===== src/rtl/matrix_scanner.sv =====
// Row-scanning driver for the 8x8 LED matrix: requests a row index, captures the
// returned bitmap and lights one row at a time with blanking between rows.
module matrix_scanner #(
    parameter int ROWS           = 8,
    parameter int COLS           = 8,
    parameter int BIT_OF_ROWS    = 3,
    parameter int FETCH_CYCLES   = 2,
    parameter int BLANK_CYCLES   = 16,
    parameter int DWELL_CYCLES   = 1000,
    parameter int ROW_ACTIVE_LOW = 1
) (
    input  logic                   clk,
    input  logic                   reset_n,
    input  logic                   enable,
    input  logic [15:0]            row_data_in,
    output logic [BIT_OF_ROWS-1:0] count,
    output logic [ROWS-1:0]        row_sel,
    output logic [COLS-1:0]        col_out,
    output logic                   frame_start
);

    localparam int MAX_A = (FETCH_CYCLES > BLANK_CYCLES) ? FETCH_CYCLES : BLANK_CYCLES;
    localparam int MAXC  = (MAX_A > DWELL_CYCLES) ? MAX_A : DWELL_CYCLES;
    localparam int CW    = $clog2(MAXC + 1);
    localparam logic [ROWS-1:0] ROW_OFF = (ROW_ACTIVE_LOW != 0) ? {ROWS{1'b1}} : {ROWS{1'b0}};

    typedef enum logic [1:0] {S_IDLE, S_FETCH, S_BLANK, S_SHOW} state_t;

    state_t                 r_state, w_state_nxt;
    logic [CW-1:0]          r_cyc, w_cyc_nxt;
    logic [BIT_OF_ROWS-1:0] r_count, w_count_nxt;
    logic [COLS-1:0]        r_shadow;
    logic [ROWS-1:0]        r_row_sel, w_row_sel_nxt, w_onehot;
    logic [COLS-1:0]        r_col, w_col_nxt;
    logic                   r_fs, w_fs_nxt;
    logic                   w_load;

    generate
        if (COLS < 16) begin : g_unused
            logic w_unused_hi;
            assign w_unused_hi = ^row_data_in[15:COLS];
        end
    endgenerate

    always_comb begin
        w_state_nxt = r_state;
        w_cyc_nxt   = r_cyc + 1'b1;
        w_count_nxt = r_count;
        w_load      = 1'b0;
        w_fs_nxt    = 1'b0;
        case (r_state)
            S_IDLE: begin
                w_cyc_nxt = '0;
                if (enable) w_state_nxt = S_FETCH;
            end
            S_FETCH: begin
                if (r_cyc == CW'(FETCH_CYCLES - 1)) begin
                    w_load      = 1'b1;
                    w_state_nxt = S_BLANK;
                    w_cyc_nxt   = '0;
                end
            end
            S_BLANK: begin
                if (r_cyc == CW'(BLANK_CYCLES - 1)) begin
                    w_state_nxt = S_SHOW;
                    w_cyc_nxt   = '0;
                    w_fs_nxt    = (r_count == '0);
                end
            end
            S_SHOW: begin
                if (r_cyc == CW'(DWELL_CYCLES - 1)) begin
                    w_state_nxt = S_FETCH;
                    w_cyc_nxt   = '0;
                    w_count_nxt = (r_count == BIT_OF_ROWS'(ROWS - 1)) ? '0
                                                                     : r_count + BIT_OF_ROWS'(1);
                end
            end
            default: begin
                w_state_nxt = S_IDLE;
                w_cyc_nxt   = '0;
            end
        endcase
        // Disable wins over every transition and throws away the partial row.
        if (!enable) begin
            w_state_nxt = S_IDLE;
            w_cyc_nxt   = '0;
            w_count_nxt = '0;
            w_load      = 1'b0;
            w_fs_nxt    = 1'b0;
        end
    end

    // Outputs are derived from the next state so the registered pins line up with r_state.
    always_comb begin
        w_onehot      = {{(ROWS-1){1'b0}}, 1'b1} << w_count_nxt;
        w_row_sel_nxt = ROW_OFF;
        w_col_nxt     = '0;
        if (w_state_nxt == S_SHOW) begin
            w_row_sel_nxt = (ROW_ACTIVE_LOW != 0) ? ~w_onehot : w_onehot;
            w_col_nxt     = r_shadow;
        end
    end

    always_ff @(posedge clk or negedge reset_n) begin
        if (!reset_n) begin
            r_state   <= S_IDLE;
            r_cyc     <= '0;
            r_count   <= '0;
            r_shadow  <= '0;
            r_row_sel <= ROW_OFF;
            r_col     <= '0;
            r_fs      <= 1'b0;
        end else begin
            r_state   <= w_state_nxt;
            r_cyc     <= w_cyc_nxt;
            r_count   <= w_count_nxt;
            r_row_sel <= w_row_sel_nxt;
            r_col     <= w_col_nxt;
            r_fs      <= w_fs_nxt;
            if (w_load) r_shadow <= row_data_in[COLS-1:0];
        end
    end

    assign count       = r_count;
    assign row_sel     = r_row_sel;
    assign col_out     = r_col;
    assign frame_start = r_fs;

endmodule


===== config.mk =====
export PLATFORM = sky130hd
export DESIGN_NAME = matrix_scanner
export DESIGN_NICKNAME = d
export VERILOG_FILES = /design/src/rtl/matrix_scanner.sv
export SDC_FILE = /design/constraint.sdc
export NUM_CORES = 1
export LEC_CHECK = 0
export ABC_AREA = 1
export ABC_CLOCK_PERIOD_IN_PS = 1900
export CORE_ASPECT_RATIO = 0.8
export CORE_MARGIN = 2
export CORE_UTILIZATION = 55
export DETAILED_ROUTE_END_ITERATION = 6
export DONT_BUFFER_PORTS = 1
export HOLD_SLACK_MARGIN = 0.1
export PLACE_DENSITY = 0.8
export SLEW_MARGIN = 5
export SYNTH_ARGS = -nofsm -noshare
export SYNTH_HDL_FRONTEND = slang
export SYNTH_SLANG_ARGS = --single-unit

===== constraint.sdc =====
create_clock -name clk -period 1.9 [get_ports clk]
set_clock_uncertainty 0.1 [all_clocks]
set_input_delay 0.285 -clock clk [delete_from_list [all_inputs] [get_ports clk]]
set_output_delay 0.285 -clock clk [all_outputs]
set_load 0.02 [all_outputs]

==> flow_metrics.tcl <==
set metrics [dict create \
    status "finished, final reports clean" \
    p_leak_uw 0.00106 \
    cp_slowest_stage_delay_ns 0.39 \
    wirelength_um 3270 \
    clkPwrFrac 0.380 \
    die_y_um 56.5 \
    grt_pass1_wl_um 5750 \
    power_switching_uw 487 \
    coreArea_um2 3350 \
    worstHoldPathType "in -> reg" \
    route.vias.total 1279 \
    fmax_ghz 0.580 \
    postSynthAreaPerCell_um2 9.85 \
    relSlewSlack 0.715 \
    finalCritPeriodShare 0.908 \
    p_seq_frac 0.503 \
    synth_compound_area_frac 0.0364 \
    portBuffers 0 \
    worstPathCellList "ha_1, nand2_2, nor2_2, nand3_4, nand2_2, inv_2, nor2_4, nand4_1" \
    start_util 0.564 \
    final_nets 235 \
    rsz0062_at_grt "false" \
    antenna_found_initial 0 \
    dp_hpwl_um 2260 \
    clockBufferDepth 2 \
    cts_tree "yes" \
    reg2reg_to "row_sel[2]$_DFF_PN1_" \
    drc 0 \
    hold_viol 0 \
    numCtsBuffers 5 \
    p_comb_frac 0.117 \
    setup_viol 0 \
    cp_common_cell "nand2_2" \
    row_count 19 \
    reg2reg_from "r_cyc[0]$_DFF_PN0_" \
    ys_ff_latch 40 \
    peakVddDrop_mv 0.751 \
    drv_slew 0 \
    seq_area_frac_synth 0.534 \
    synthAdderAreaFrac 0.0331 \
    swShare 0.246 \
    fin_area_um2 2200 \
    synth_top_family_by_area "simple AND/OR/NAND/NOR gates" \
    synth_nets 216 \
    clk_pin_slew_ns 0.07 \
    intPower_uw 1490 \
    min_from "enable" \
    ant_nets 0 \
    crit_path_start_kind "register" \
    r2r_cells 8 \
    syn_inst 192 \
    yosys_warnings 0 \
    crit_type "reg -> reg" \
    diodes 0 \
    worstMarginPinSlew_ns 0.426 \
    finalWorstPathRequiredPeriod_ns 1.73 \
    clkLatencyLatePin_ns 0.30 \
    die_w_um 69.6 \
    grt_max_degree 41 \
    r2r_slack_ns 0.17 \
    crit_arrival_ns 1.83 \
    drive_gt1_frac 0.264 \
    fin_setup_tns_ns 0 \
    cts_resized 0 \
    ctsHtreeMaxLevel 2 \
    grt_usage 0.193 \
    critPathSlowestCell "dfrtp_1" \
    holdPathEnd "row_sel[1]$_DFF_PN1_" \
    first_pass_iters 4 \
    cap_violations 0 \
    grt_pass1_vias 1308 \
    via_per_inst 5.04 \
    muxShareOfSynthArea 0 \
    hold-path-cell-count 2 \
    die_area_um2 3930 \
    syn_area_um2 1890 \
    grt_overflow 0 \
    hold_ws_ns 0.132 \
    yosysUniqueCellTypes 27 \
    synth_simple_gate_area_frac 0.303 \
    worstPathMaxFanout 5 \
    gp_routability_congestion 0.828 \
    required_ns 2.01 \
    synth_xor_area_frac 0.0185 \
    dpl-instance-area_um2 1950 \
    cts_sinks 40 \
    drt_iter0_markers 85 \
    cts_root_buf "clkbuf_8" \
    wl_per_cell_um 12.9 \
    area_growth_pct 16.3 \
    endpoint_kind "register" \
    io-pin-count 39 \
    p_per_area_nw_per_um2 901 \
]
==> what timing repair did <==
action	4_1_cts	5_1_grt
setup buffers	0	0
hold buffers	11	0
hold endpoints to repair	56	0
==> power by group through the flow <==
stage | combinational (uW) | sequential, uW | clock (uW)
after floorplan | 173 | 1000 | 0
after global placement | 187 | 1010 | 0
after detailed placement | 195 | 1010 | 0
after CTS | 237 | 997 | 771
after global routing | 266 | 1010 | 799
final | 232 | 997 | 752
==> cell usage after synthesis <==
cell type	n	share of area
a21oi_1	9	0.024
buf_2	1	0.0026
buf_4	1	0.0040
dfrtp_1	32	0.42
dfstp_2	8	0.11
ha_1	5	0.033
inv_1	29	0.058
inv_2	3	0.0060
inv_6	1	0.0046
nand2_1	15	0.030
nand2_2	7	0.023
nand3_1	13	0.034
nand3_2	1	0.0053
nand3_4	4	0.037
nand4_1	7	0.023
nand4_2	1	0.0066
nor2_1	25	0.050
nor2_2	12	0.040
nor2_4	4	0.024
nor2_8	1	0.011
nor3_1	5	0.013
nor4_1	1	0.0033
o21ai_0	1	0.0026
o21bai_4	1	0.0099
or2_2	1	0.0033
xnor2_1	1	0.0046
xor2_1	3	0.014
==> worst max path at each step <==
| stage | start | to | slack, ns | depth (start not counted) |
|---|---|---|---|---|
| final | r_cyc[0]$_DFF_PN0_ | row_sel[2]$_DFF_PN1_ | 0.17 | 8 |
| after floorplan | count[0]$_DFF_PN0_ | row_sel[1]$_DFF_PN1_ | 0.20 | 7 |
| after detailed placement | r_cyc[0]$_DFF_PN0_ | row_sel[2]$_DFF_PN1_ | 0.18 | 8 |
| after CTS | r_cyc[0]$_DFF_PN0_ | row_sel[2]$_DFF_PN1_ | 0.15 | 8 |
| after global routing | r_cyc[0]$_DFF_PN0_ | row_sel[1]$_DFF_PN1_ | 0.009 | 8 |
| after global placement | r_cyc[0]$_DFF_PN0_ | r_cyc[7]$_DFF_PN0_ | 0.24 | 8 |
==> flip-flops by register name (all words and copies together) (netlist names) <==
signal / flops
r_state: 2
row_sel: 8
col_out: 8
count: 3
frame_start: 1
r_cyc: 10
r_shadow: 8
==> layout by cell type, fill, tap and decap left out, types with 3 or more instances in the layout <==
master and instances:
dfrtp_1 32, xor2_1 3, nand3_4 4, nand3_1 13, inv_1 29, nand2_1 15
nor2_2 12, nand4_1 7, buf_4 3, clkbuf_8 7, inv_2 3, nor3_1 5
nor2_4 4, nand2_2 7, dfstp_2 8, a21oi_1 9, dlygate4sd3_1 10, nor2_1 25
ha_1 5
==> through the flow <==
stage | util | power [uW] | instances | setup WS (ns)
finish | 0.657 | 1980 | 254 | 0.175
global route | 0.657 | 2070 | 254 | 0.00886
CTS | 0.657 | 2000 | 254 | 0.152
detailed placement | 0.583 | 1210 | 235 | 0.181
global placement | 0.583 | 1200 | 235 | 0.239
floorplan | - | 1180 | 192 | 0.198
==> worst max-delay path, delay by kind of cell (launching register included) <==
kind / cells / cell delay, ns
flops: 1 / 0.39
simple gates: 6 / 0.88
buf+inv: 1 / 0.05
fa+ha+maj: 1 / 0.20
==> kinds of logic (layout without fill, tap and decap cells) <==
kind of cell	Yosys count	in the layout
AO/OA/AOI/OAI	11	11
adder cells (fa/ha/maj)	5	5
flip-flops	40	40
AND/OR/NAND/NOR	97	97
buffers and inverters	35	55
XOR/XNOR	4	4
==> per-layer routing <==
layer,vias up,share of wire,track usage
met5,-,0,0
met4,0,0.022,0.101
met3,8,0.058,0.0664
met2,29,0.48,0.313
met1,603,0.44,0.229
li1,639,-,-
==> cell type report <==
class | instances | area [um2]
Inverter | 33 | 129
Fill cell | 250 | 1150
Multi-Input combinational cell | 117 | 739
Timing Repair Buffer | 14 | 143
Tap cell | 42 | 52.6
Clock buffer | 7 | 96.3
Clock inverter | 1 | 30.0
Sequential cell | 40 | 1010
(Power assumes the default switching activity.)
